**config.mk**
```make
export PLATFORM = sky130hd
export DESIGN_NAME = kicker_ctrl_flat
export DESIGN_NICKNAME = d
export VERILOG_FILES = /design/src/rtl/kicker_ctrl_if.sv /design/src/rtl/kicker_ctrl.sv /design/src/flat_wrapper.sv
export SDC_FILE = /design/constraint.sdc
export NUM_CORES = 1
export LEC_CHECK = 0
export CORE_ASPECT_RATIO = 1.1
export CORE_UTILIZATION = 35
export CTS_BUF_LIST = sky130_fd_sc_hd__clkbuf_8
export CTS_CLUSTER_DIAMETER = 30
export DETAILED_ROUTE_END_ITERATION = 7
export GPL_ROUTABILITY_DRIVEN = 0
export PLACE_DENSITY = 0.6
export SLEW_MARGIN = 20
export SYNTH_ARGS = -nofsm -noshare
export SYNTH_HDL_FRONTEND = slang
export SYNTH_SLANG_ARGS = --single-unit
```
**constraint.sdc**
```tcl
create_clock -name clk -period 6.9 [get_ports clk]
set_clock_uncertainty 0.15 [all_clocks]
set_input_delay 0.69 -clock clk [delete_from_list [all_inputs] [get_ports clk]]
set_output_delay 0.69 -clock clk [all_outputs]
set_load 0.01 [all_outputs]
```
**src/rtl/kicker_ctrl_if.sv**
```systemverilog
`default_nettype none
// ============================================================================
// kicker_ctrl_if : command bundle from the SPI decoder into kicker_ctrl
// Rev 1.0
// ============================================================================
interface kicker_ctrl_if #(
  parameter int STRENGTH_W = 8
);
  logic                  strobe;
  logic [STRENGTH_W-1:0] strength;
  logic                  chan_sel;
  logic                  manual;
  logic                  arm;

  modport master (output strobe, strength, chan_sel, manual, arm);
  modport slave  (input  strobe, strength, chan_sel, manual, arm);
endinterface
`default_nettype wire

```
**src/rtl/kicker_ctrl.sv**
```systemverilog
`default_nettype none
// ============================================================================
// kicker_ctrl : kick/chip solenoid controller with lockout and charge timeout.
// Optional ARMED (breakbeam-triggered) mode: define KICKER_BREAKBEAM_EN.
// Rev 1.0
// ============================================================================
module kicker_ctrl #(
  parameter int PRESCALE_DIV   = 576,
  parameter int STRENGTH_W     = 8,
  parameter int LOCKOUT_TICKS  = 5120,
  parameter int CHARGE_TIMEOUT = 65535,
  parameter int CNT_W          = 16
) (
  input  wire logic    clk,
  input  wire logic    rst_n,
  kicker_ctrl_if.slave cmd,
  input  wire logic    charge_enable_i,
  input  wire logic    cap_full_i,
  input  wire logic    breakbeam_i,
  output logic         charge_o,
  output logic         fire_kick_o,
  output logic         fire_chip_o,
  output logic         lockout_o,
  output logic         fault_o,
  output logic         busy_o
);

  localparam int                   PW           = (PRESCALE_DIV > 1) ? $clog2(PRESCALE_DIV) : 1;
  localparam logic [PW-1:0]         c_PRESC_LAST = PW'(PRESCALE_DIV - 1);
  localparam logic [CNT_W-1:0]      c_LOCK_LAST  = CNT_W'(LOCKOUT_TICKS - 1);
  localparam logic [CNT_W-1:0]      c_TIMEOUT    = CNT_W'(CHARGE_TIMEOUT);
  localparam logic [CNT_W-1:0]      c_CNT_MAX    = '1;
  localparam logic [STRENGTH_W-1:0] c_STR_ONE    = STRENGTH_W'(1);

  typedef enum logic [2:0] {
    S_CHARGE  = 3'd0,
    S_FIRE    = 3'd1,
    S_LOCKOUT = 3'd2,
    S_FAULT   = 3'd3,
    S_ARMED   = 3'd4
  } state_t;

  state_t                state_q, state_d;
  logic [PW-1:0]         presc_q, presc_d;
  logic [CNT_W-1:0]      tmo_q, tmo_d;
  logic [CNT_W-1:0]      lock_q, lock_d;
  logic [STRENGTH_W-1:0] str_q, str_d;
  logic                  chan_q, chan_d;
  logic                  run_q;
  logic                  w_tick;
  logic                  w_charging;
  logic                  w_charge;

`ifdef KICKER_BREAKBEAM_EN
  assign w_charging = (state_q == S_CHARGE) || (state_q == S_ARMED);
`else
  logic w_unused;
  assign w_charging = (state_q == S_CHARGE);
  assign w_unused   = &{1'b0, breakbeam_i, cmd.arm};
`endif

  // run_q holds charge low during reset and for the first cycle after release.
  assign w_tick   = (presc_q == c_PRESC_LAST);
  assign w_charge = run_q & w_charging & charge_enable_i & ~cap_full_i;

  assign charge_o    = w_charge;
  assign fire_kick_o = (state_q == S_FIRE) & ~chan_q;
  assign fire_chip_o = (state_q == S_FIRE) &  chan_q;
  assign lockout_o   = (state_q == S_LOCKOUT);
  assign fault_o     = (state_q == S_FAULT);
  assign busy_o      = (state_q != S_CHARGE);

  always_comb begin
    state_d = state_q;
    presc_d = w_tick ? '0 : presc_q + 1'b1;
    tmo_d   = tmo_q;
    lock_d  = lock_q;
    str_d   = str_q;
    chan_d  = chan_q;

    if (!w_charge)
      tmo_d = '0;
    else if (w_tick && (tmo_q != c_CNT_MAX))
      tmo_d = tmo_q + 1'b1;

    case (state_q)
      S_CHARGE: begin
        if (cmd.strobe && (cmd.strength != '0)) begin
          str_d   = cmd.strength;
          chan_d  = cmd.chan_sel;
          state_d = S_FIRE;
        end else if (cmd.manual) begin
          str_d   = '1;
          chan_d  = 1'b0;
          state_d = S_FIRE;
`ifdef KICKER_BREAKBEAM_EN
        end else if (cmd.arm) begin
          str_d   = cmd.strength;
          chan_d  = cmd.chan_sel;
          state_d = S_ARMED;
`endif
        end else if (tmo_q >= c_TIMEOUT) begin
          state_d = S_FAULT;
        end
      end
      S_FIRE: begin
        if (w_tick) begin
          if (str_q <= c_STR_ONE) begin
            str_d   = '0;
            state_d = S_LOCKOUT;
          end else begin
            str_d = str_q - 1'b1;
          end
        end
      end
      S_LOCKOUT: begin
        // A fresh request restarts the whole lockout window, prescaler included.
        if (cmd.strobe || cmd.manual) begin
          lock_d  = '0;
          presc_d = '0;
        end else if (w_tick) begin
          if (lock_q >= c_LOCK_LAST)
            state_d = S_CHARGE;
          else
            lock_d = lock_q + 1'b1;
        end
      end
      S_FAULT: begin
        if (!charge_enable_i)
          state_d = S_CHARGE;
      end
`ifdef KICKER_BREAKBEAM_EN
      S_ARMED: begin
        if (breakbeam_i)
          state_d = S_FIRE;
        else if (cmd.strobe && (cmd.strength == '0))
          state_d = S_CHARGE;
        else if (tmo_q >= c_TIMEOUT)
          state_d = S_FAULT;
      end
`endif
      default: state_d = S_CHARGE;
    endcase

    if (state_d != state_q) begin
      presc_d = '0;
      tmo_d   = '0;
      lock_d  = '0;
    end
  end

  always_ff @(posedge clk or negedge rst_n) begin
    if (!rst_n) begin
      state_q <= S_CHARGE;
      presc_q <= '0;
      tmo_q   <= '0;
      lock_q  <= '0;
      str_q   <= '0;
      chan_q  <= 1'b0;
      run_q   <= 1'b0;
    end else begin
      state_q <= state_d;
      presc_q <= presc_d;
      tmo_q   <= tmo_d;
      lock_q  <= lock_d;
      str_q   <= str_d;
      chan_q  <= chan_d;
      run_q   <= 1'b1;
    end
  end

endmodule
`default_nettype wire

```
**src/flat_wrapper.sv**
```systemverilog
// flat-port wrapper written by rule: the top's interface ports become plain ports
module kicker_ctrl_flat 
#(
  parameter int PRESCALE_DIV   = 576,
  parameter int STRENGTH_W     = 8,
  parameter int LOCKOUT_TICKS  = 5120,
  parameter int CHARGE_TIMEOUT = 65535,
  parameter int CNT_W          = 16
)
  (clk, rst_n, charge_enable_i, cap_full_i, breakbeam_i, charge_o, fire_kick_o, fire_chip_o, lockout_o, fault_o, busy_o, cmd_strobe, cmd_strength, cmd_chan_sel, cmd_manual, cmd_arm);
  kicker_ctrl_if #(.STRENGTH_W(STRENGTH_W)) cmd_i ();
  input  wire logic clk;
  input  wire logic rst_n;
  input  wire logic charge_enable_i;
  input  wire logic cap_full_i;
  input  wire logic breakbeam_i;
  output logic charge_o;
  output logic fire_kick_o;
  output logic fire_chip_o;
  output logic lockout_o;
  output logic fault_o;
  output logic busy_o;
  input wire logic [$bits(cmd_i.strobe)-1:0] cmd_strobe;
  input wire logic [$bits(cmd_i.strength)-1:0] cmd_strength;
  input wire logic [$bits(cmd_i.chan_sel)-1:0] cmd_chan_sel;
  input wire logic [$bits(cmd_i.manual)-1:0] cmd_manual;
  input wire logic [$bits(cmd_i.arm)-1:0] cmd_arm;
  assign cmd_i.strobe = cmd_strobe;
  assign cmd_i.strength = cmd_strength;
  assign cmd_i.chan_sel = cmd_chan_sel;
  assign cmd_i.manual = cmd_manual;
  assign cmd_i.arm = cmd_arm;
  kicker_ctrl #(.PRESCALE_DIV(PRESCALE_DIV), .STRENGTH_W(STRENGTH_W), .LOCKOUT_TICKS(LOCKOUT_TICKS), .CHARGE_TIMEOUT(CHARGE_TIMEOUT), .CNT_W(CNT_W)) u_core (.clk(clk), .rst_n(rst_n), .cmd(cmd_i), .charge_enable_i(charge_enable_i), .cap_full_i(cap_full_i), .breakbeam_i(breakbeam_i), .charge_o(charge_o), .fire_kick_o(fire_kick_o), .fire_chip_o(fire_chip_o), .lockout_o(lockout_o), .fault_o(fault_o), .busy_o(busy_o));
endmodule
```
# Word-level counts from Yosys, hierarchy flattened
# Cells that the tools add are included.
[word_totals]
mem_count = 0
inputBits = 17
output_inout_bits = 6
mem_bits_ro = 0
mem_bits_rw = 0
latch_bits = 0
regBits = 55
[op_classes]
addsub = 4
bitwise_logic = 7
magnitude_cmp = 3
n_eq_ne = 10
n_reduce_logical = 13
div_mod_pow = 0
n_shift = 0
mux = 29
multipliers = 0
[op_table]
columns = ["op", "n"]
rows = [
  ["$mux W16", 8],
  ["$mux W10", 4],
  ["$add A16 B1 Y16 const B", 2],
  ["$mux W8", 4],
  ["$mux W3", 9],
  ["$ge A16 B13 Y1 const B", 1],
  ["$ge A16 B16 Y1 const B", 1],
  ["$ne A16 B16 Y1 const B", 1],
  ["$pmux W8 S2", 1],
  ["$pmux W3 S4", 1],
  ["$add A10 B1 Y10 const B", 1],
  ["$eq A10 B10 Y1 const B", 1],
  ["$le A8 B1 Y1 const B", 1],
  ["$reduce_bool A8 Y1", 1],
  ["$sub A8 B1 Y8 const B", 1],
  ["$eq A3 B2 Y1 const B", 2],
  ["$reduce_and A3 Y1", 2],
  ["$reduce_bool A2 Y1", 3],
  ["$reduce_bool A3 Y1", 2],
  ["$and A1 B1 Y1", 5],
  ["$eq A3 B1 Y1 const B", 1],
  ["$logic_not A3 Y1", 1],
  ["$ne A3 B1 Y1 const B", 1],
  ["$ne A3 B2 Y1 const B", 1],
  ["8 further kinds", 11],
]

# Longest topological paths before layout
# Gate-level depths: netlist (run 1).
[logic_depth]
word_depth = 8
ltp_mapped = 10
ltp_nobuf = 8

# Worst setup path after synthesis (run 1)
# OpenSTA, ideal clock, no wires.
[synth_timing]
path_type = "input to register"
startpoint = "in cmd_strength[5]"
endpoint = "reg u_core.tmo_q[1]"
setup_time_ns = 0.072
t_arrival_ns = 2.628
slack_ns = 4.050
cell_stages = 9
path_cell_list = "or4_1 -> o21ai_1 -> clkbuf_1 -> nand4_1 -> nor3b_2 -> or3b_1 -> buf_6 -> buf_8 -> nor2_1"
[synth_via]
elab_chain_len = 6
[synth_lines]
columns = ["item", "line_no", "source"]
rows = [
  ["start, declared", "flat_wrapper.sv:24", "input wire logic [$bits(cmd_i.strength)-1:0] cmd_strength;"],
  ["$reduce_bool A8 Y1 *", "kicker_ctrl.sv:88", "if (cmd.strobe && (cmd.strength != '0)) begin"],
  ["$logic_and A1 B1 Y1 *", "kicker_ctrl.sv:88", ""],
  ["$mux W3 *", "kicker_ctrl.sv:88", ""],
  ["$pmux W3 S4 *", "kicker_ctrl.sv:86", "case (state_q)"],
  ["$ne A3 B3 Y1 *", "kicker_ctrl.sv:145", "if (state_d != state_q) begin"],
  ["$ne A3 B1 Y1 (no source line) / $mux W16 (equally long branches)", "n/a", ""],
  ["end signal, assigned", "kicker_ctrl.sv:164", "tmo_q <= tmo_d;"],
  ["end, declared", "kicker_ctrl.sv:45", "logic [CNT_W-1:0] tmo_q, tmo_d;"],
]
# Every way passes the cells marked *; elsewhere a longest branch is shown, timed or not.
# A chain may end at the register's enable or synchronous reset.

# Worst setup path in the final report (run 1)
[layout_timing]
startpoint = "in cmd_strength[1]"
endpoint = "reg u_core.tmo_q[4]"
# Same word-level chain as after synthesis.

==> results.py, run 1 <==
metrics = {
    "outcome": {
        "status": "complete, no violations",
    },
    "power_and_ir_drop": {
        "leakage_uw": 0.00139,
        "p_per_area_nw_per_um2": 193,
        "ir_drop_v": 0.0000802,
    },
    "synthesis": {
        "synth_nets": 367,
        "synth_top_cell_by_area": "dfrtp_1",
        "yosys-top-cells-count": "dfrtp_1, nor2_1, o21ai_0, nand2_1, nand3_1",
        "ys.flop_type": "dfrtp_1",
        "yosys_warnings": 0,
        "synthDistinctLibCells": 51,
        "synth_cells": 345,
        "synth_enable_flop_cells": 0,
        "yosysMostFrequentCell": "dfrtp_1",
        "async_reset_ff_share_pct": 100,
        "synth_top_area_share_pct": 44.2,
        "syn_area_sq_um": 3120,
        "seq_area_frac_synth_pct": 44.2,
        "ys_seq_elements": 55,
        "synth_area_leaders": "dfrtp_1, nor2_1, o21ai_0",
        "avgSynthCellArea_sq_um": 9.03,
    },
    "clocking": {
        "cts_resized": 0,
        "cts-root-buf": "clkbuf_8",
        "ctsHoldBuffers": 0,
        "clkLatencyLatePin_ns": 0.31,
        "cts_setup_buffers": 0,
        "cts_tree": "done",
        "clkTransAtPathRegs_ns": 0.10,
        "cts_buffer_depth": 2,
        "cts_sinks": 55,
        "cts-buffers-inserted": 5,
        "cts-htree-levels": 2,
    },
    "flow_run": {
        "max_cap_violations": 0,
    },
    "floorplan": {
        "row_count": 35,
        "io_pins": 23,
        "initial_core_util_pct": 36.7,
        "core_sq_um": 8500,
        "die_h_microns": 101,
        "die_area_sq_um": 9290,
        "dieWidth_microns": 92.0,
    },
    "routing": {
        "dr_total_vias": 2519,
        "avgRoutedWirePerCell_microns": 14.0,
        "drc": 0,
        "viasPerCell": 5.36,
        "first_pass_iters": 4,
        "initialDrtViolationCount": 89,
        "detail_route.wirelength_microns": 6600,
        "final_antenna_net_count": 0,
    },
    "sta": {
        "max_freq_mhz": 263,
        "setup_violations": 0,
        "hold_viol": 0,
        "slew_headroom_pct": 52.5,
        "fin_crit_sh_pct": 55.1,
        "worst_pin_slew_ns": 0.712,
        "layout_setup_ws_ns": 3.09,
        "fin_crit_ns": 3.81,
        "grt_setup_unrepaired": "no",
        "drv_slew": 0,
        "fin_tns_setup_ns": 0,
        "timing.hold.ws_ns": 0.349,
    },
    "grt": {
        "grt_pass1_wl_microns": 11600,
        "track_usage_pct": 15.5,
        "grt_max_degree": 56,
        "grt.met3_usage_pct": 2.56,
        "globalRouteMet1Util_pct": 19.6,
        "busiest_layer": "met2",
        "use_met2_pct": 27.3,
        "overflow": 0,
        "antenna_found_initial": 0,
        "grt_pass1_vias": 2520,
    },
    "critical_path": {
        "cp-end-kind": "register",
        "arrival_ns": 3.89,
        "start_kind": "primary input",
        "reg2reg_setup_slack_ns": 3.86,
        "crit_required_ns": 6.98,
        "path_class": "in2reg",
        "crit_fanout": 16,
    },
    "place": {
        "postPlaceCellArea_sq_um": 3380,
        "post-dp-hpwl_microns": 4630,
        "portBuffers": 20,
        "post-place-ws_ns": 2.78,
    },
    "hold_path": {
        "hp-class": "reg2reg",
    },
    "final_layout": {
        "nets": 381,
        "n_antenna_cell": 0,
        "fin_util_pct": 41.0,
        "drive_gt1_share_pct": 6.41,
        "area_delta_synth_final_pct": 11.7,
        "design_area_sq_um": 3480,
    },
}
## where the power goes
group | internal (uW) | switching, uW | total (uW)
sequential | 345 | 27.1 | 373
clock | 106 | 104 | 211
combinational | 40.1 | 48.4 | 88.5
## worst max-delay path, cell delays in order
cell	delay, ns
clkdlybuf4s50_1	0.41
or4_1	0.59
o21ai_1	0.57
a21oi_1	0.29
or3_1	0.52
or3b_1	0.63
nor2b_1	0.19
## layer usage
metal	vias to the layer above	wire length (microns)
met5	-	0
met4	0	36
met3	2	136
met2	29	3210
met1	1235	3220
li1	1253	-
## area by class of cell
cell class,count,area [sq um]
clock inverter,2,37.5
clock buffer,5,68.8
sequential,55,1380
multi-input combinational,263,1610
fill,846,5010
tap,111,139
inverter,13,48.8
timing repair buffer,21,203
## kinds of logic (layout without fill, tap and decap cells)
logic type / after synthesis / count (layout) / share of synthesized area [%]
AND/OR/NAND/NOR: 156 / 156 / 26.5
flip-flops: 55 / 55 / 44.2
XOR/XNOR: 21 / 21 / 5.90
multiplexers: 2 / 2 / 0.642
AO/OA/AOI/OAI: 77 / 77 / 16.3
adder cells (fa/ha/maj): 5 / 5 / 2.01
other: 2 / 2 / 0.241
buffers and inverters: 27 / 41 / 4.21
## through the flow
stage	instances	total power (uW)
CTS	470	684
floorplan	345	436
global placement	463	466
finish	470	672
global route	470	709
detailed placement	463	468
## layout by cell type, fill, tap and decap left out, drive strengths merged, types with 3 or more instances in the layout
cell / synthesis / layout
dfrtp: 55 / 55
nor2: 48 / 48
o21ai: 34 / 34
nand2: 20 / 20
clkdlybuf4s50: 0 / 19
nand3: 15 / 15
a21oi: 14 / 14
nor3: 14 / 14
inv: 13 / 13
and3: 12 / 12
xnor2: 11 / 11
xor2: 10 / 10
nand4: 8 / 8
or3: 7 / 7
or4: 7 / 7
a22o: 6 / 6
or3b: 6 / 6
and2: 5 / 5
ha: 5 / 5
clkbuf: 6 / 5
o31ai: 5 / 5
or2: 3 / 3
o41ai: 3 / 3
a21o: 3 / 3
nor3b: 3 / 3
nor4: 3 / 3
## final timing paths
kind	end	depth (start not counted)	start
worst max-delay path	u_core.tmo_q[4]$_DFFE_PN0P_	7	cmd_strength[1]
worst min-delay path	u_core.presc_q[0]$_DFF_PN0_	1	u_core.presc_q[0]$_DFF_PN0_
worst max register to register	u_core.tmo_q[13]$_DFFE_PN0P_	6	u_core.presc_q[7]$_DFF_PN0_
worst min register to register	u_core.presc_q[0]$_DFF_PN0_	1	u_core.presc_q[0]$_DFF_PN0_
max in group asynchronous	u_core.lock_q[1]$_DFFE_PN0P_	2	rst_n
min in group asynchronous	u_core.presc_q[5]$_DFF_PN0_	2	rst_n
## sequential cells by signal, indices dropped and copies added, names as in the netlist
signal,count
u_core.tmo_q,16
u_core.state_q,3
u_core.run_q,1
u_core.presc_q,10
u_core.lock_q,16
u_core.chan_q,1
u_core.str_q,8
(Power assumes the default switching activity.)
==> run 2, diff against run 1 <==
--- a/config.mk
+++ b/config.mk
@@ -11,7 +11,7 @@
 export CTS_CLUSTER_DIAMETER = 30
 export DETAILED_ROUTE_END_ITERATION = 7
 export GPL_ROUTABILITY_DRIVEN = 0
-export PLACE_DENSITY = 0.6
+export PLACE_DENSITY = 0.62
 export SLEW_MARGIN = 20
 export SYNTH_ARGS = -nofsm -noshare
 export SYNTH_HDL_FRONTEND = slang
==> constraint.sdc (replaced) <==
create_clock -name clk -period 3.2 [get_ports clk]
set_clock_uncertainty 0.15 [all_clocks]
set_input_delay 0.32 -clock clk [delete_from_list [all_inputs] [get_ports clk]]
set_output_delay 0.32 -clock clk [all_outputs]
set_load 0.01 [all_outputs]
==> run 2 against run 1 <==
  * Sequential share of layout area decreased by 0.90 points
  * Sequential power increased by 110%
  * Global-route usage decreased by 0.060 points
  * Cell count increased by 1.7%
  * Largest power group unchanged
  * Setup slack got worse by 2.9 ns
  * Largest cell class unchanged
  * First-iteration DRC count increased by 63%
  * Worst hold slack got worse by 0.0026 ns
  * Die area unchanged
  * Highest routed layer unchanged
==> results.py, run 2 (synthesized netlist as in run 1, its figures left out) <==
metrics = {
    "clocking": {
        "ctsHoldBuffers": 1,
        "clkLatencyLatePin_ns": 0.31,
        "cts_sinks": 55,
        "cts_setup_buffers": 0,
        "cts-root-buf": "clkbuf_8",
        "cts_buffer_depth": 2,
        "cts-buffers-inserted": 5,
        "clkTransAtPathRegs_ns": 0.10,
        "cts_tree": "done",
        "cts_resized": 0,
        "cts-htree-levels": 2,
    },
    "final_layout": {
        "fin_util_pct": 41.9,
        "area_delta_synth_final_pct": 14.3,
        "final_cell_mix": "dfrtp_1, nor2_1, o21ai_0, nand2_1, clkdlybuf4s50_1",
        "n_antenna_cell": 0,
        "final_common_cell": "dfrtp_1",
        "largestRegisters": "u_core.lock_q: 16 flops, u_core.tmo_q: 16 flops, u_core.presc_q: 10 flops",
        "drive_gt1_share_pct": 7.90,
        "fill_cells": 828,
        "nets": 388,
    },
    "floorplan": {
        "io_pins": 23,
        "core_sq_um": 8500,
        "dieWidth_microns": 92.0,
        "row_count": 35,
        "die_h_microns": 101,
        "die_area_sq_um": 9290,
        "initial_core_util_pct": 36.7,
    },
    "sta": {
        "hold_viol": 0,
        "setup_violations": 0,
        "worst_pin_slew_ns": 0.750,
        "layout_setup_ws_ns": 0.233,
        "fin_crit_ns": 2.97,
        "grt_setup_unrepaired": "no",
        "fin_crit_sh_pct": 92.7,
        "slew_headroom_pct": 50.0,
        "drv_slew": 0,
        "fin_tns_setup_ns": 0,
        "max_freq_mhz": 337,
    },
    "critical_path": {
        "crit_required_ns": 3.23,
        "reg2reg_to": "u_core.tmo_q[14]$_DFFE_PN0P_",
        "path_class": "reg2reg",
        "reg2reg_from": "u_core.str_q[6]$_DFFE_PN0P_",
        "start_kind": "register",
        "arrival_ns": 3.00,
        "crit_fanout": 16,
        "reg2regPathDepth": 6,
        "cp-end-kind": "register",
        "reg2reg_setup_slack_ns": 0.23,
    },
    "flow_run": {
        "max_cap_violations": 0,
    },
    "grt": {
        "grt_pass1_wl_microns": 11500,
        "grt_pass1_vias": 2494,
        "track_usage_pct": 15.4,
        "overflow": 0,
        "grt_max_degree": 31,
        "antenna_found_initial": 0,
    },
    "routing": {
        "initialDrtViolationCount": 145,
        "detail_route.wirelength_microns": 6670,
        "avgRoutedWirePerCell_microns": 13.9,
        "dr_total_vias": 2559,
        "final_antenna_net_count": 0,
        "viasPerCell": 5.35,
        "drc": 0,
        "first_pass_iters": 5,
    },
    "place": {
        "portBuffers": 20,
        "post-dp-hpwl_microns": 4700,
        "post-place-ws_ns": 0.0926,
    },
    "power_and_ir_drop": {
        "power_uw": 1550,
        "ir_drop_v": 0.000268,
        "p_per_area_nw_per_um2": 435,
        "leakage_uw": 0.00144,
    },
    "hold_path": {
        "hold_depth": 1,
        "hp-start": "u_core.presc_q[0]$_DFF_PN0_",
        "whs_endpoint": "u_core.presc_q[0]$_DFF_PN0_",
        "hp-class": "reg2reg",
    },
    "outcome": {
        "status": "complete, no violations",
    },
}
-- run 2: cell types whose count changed in the layout (fill, tap and decap cells not counted) --
| cell | delta |
|---|---|
| dlygate4sd3_1 | +1 |
| inv_1 | +1 |
| buf_4 | +6 |
| bufinv_16 | +1 |
| clkinvlp_4 | -1 |
-- run 2: routing by layer --
layer / up-vias / global-route usage [%] / part of all wire [%]
met5: - / 0 / 0
met4: 0 / 3.85 / 1.1
met3: 9 / 2.94 / 2.6
met2: 29 / 26.0 / 47
met1: 1251 / 20.4 / 50
li1: 1270 / - / -
-- run 2: cell type report --
type                            count  area, sq um  share of cell area, %
Sequential cell                    55         1380                   38.6
Clock inverter                      3         63.8                   1.79
Clock buffer                        5         68.8                   1.93
Inverter                           13         48.8                   1.37
Tap cell                          111          139                   3.90
Multi-Input combinational cell    263         1610                   45.2
Timing Repair Buffer               28          258                   7.23
-- run 2: worst max-delay path: stages (launching register included) --
cell,delay [ns]
dfrtp_1,0.42
or4_1,0.54
or4_4,0.55
o41ai_1,0.30
or3_1,0.26
or3b_1,0.51
nor2_1,0.11
-- run 2: power by group --
group,total (uW),internal [uW],switching (uW)
Clock,542,310,233
Sequential,796,745,50.8
Combinational,210,96.3,114
-- run 2: worst max path at each step --
| stage | start | endpoint | slack (ns) | cells past startpoint |
|---|---|---|---|---|
| 6_report | u_core.str_q[6]$_DFFE_PN0P_ | u_core.tmo_q[14]$_DFFE_PN0P_ | 0.23 | 6 |
| 5_1_grt | u_core.str_q[5]$_DFFE_PN0P_ | u_core.tmo_q[2]$_DFFE_PN0P_ | 0.01 | 6 |
| 4_1_cts | u_core.str_q[6]$_DFFE_PN0P_ | u_core.tmo_q[10]$_DFFE_PN0P_ | 0.24 | 6 |
| 3_5_place_dp | cmd_strength[5] | u_core.tmo_q[11]$_DFFE_PN0P_ | 0.09 | 7 |
| 3_3_place_gp | cmd_strength[5] | u_core.tmo_q[4]$_DFFE_PN0P_ | 0.11 | 7 |
| 2_1_floorplan | u_core.str_q[6]$_DFFE_PN0P_ | u_core.tmo_q[1]$_DFFE_PN0P_ | 0.49 | 8 |
-- run 2: metrics by stage --
stage,hold slack (ns),cell area (sq um),cells
after floorplan,-0.126,3120,345
after global placement,0.213,3420,469
after detailed placement,0.213,3420,469
after CTS,0.352,3560,478
after global routing,0.379,3560,478
final,0.346,3560,478
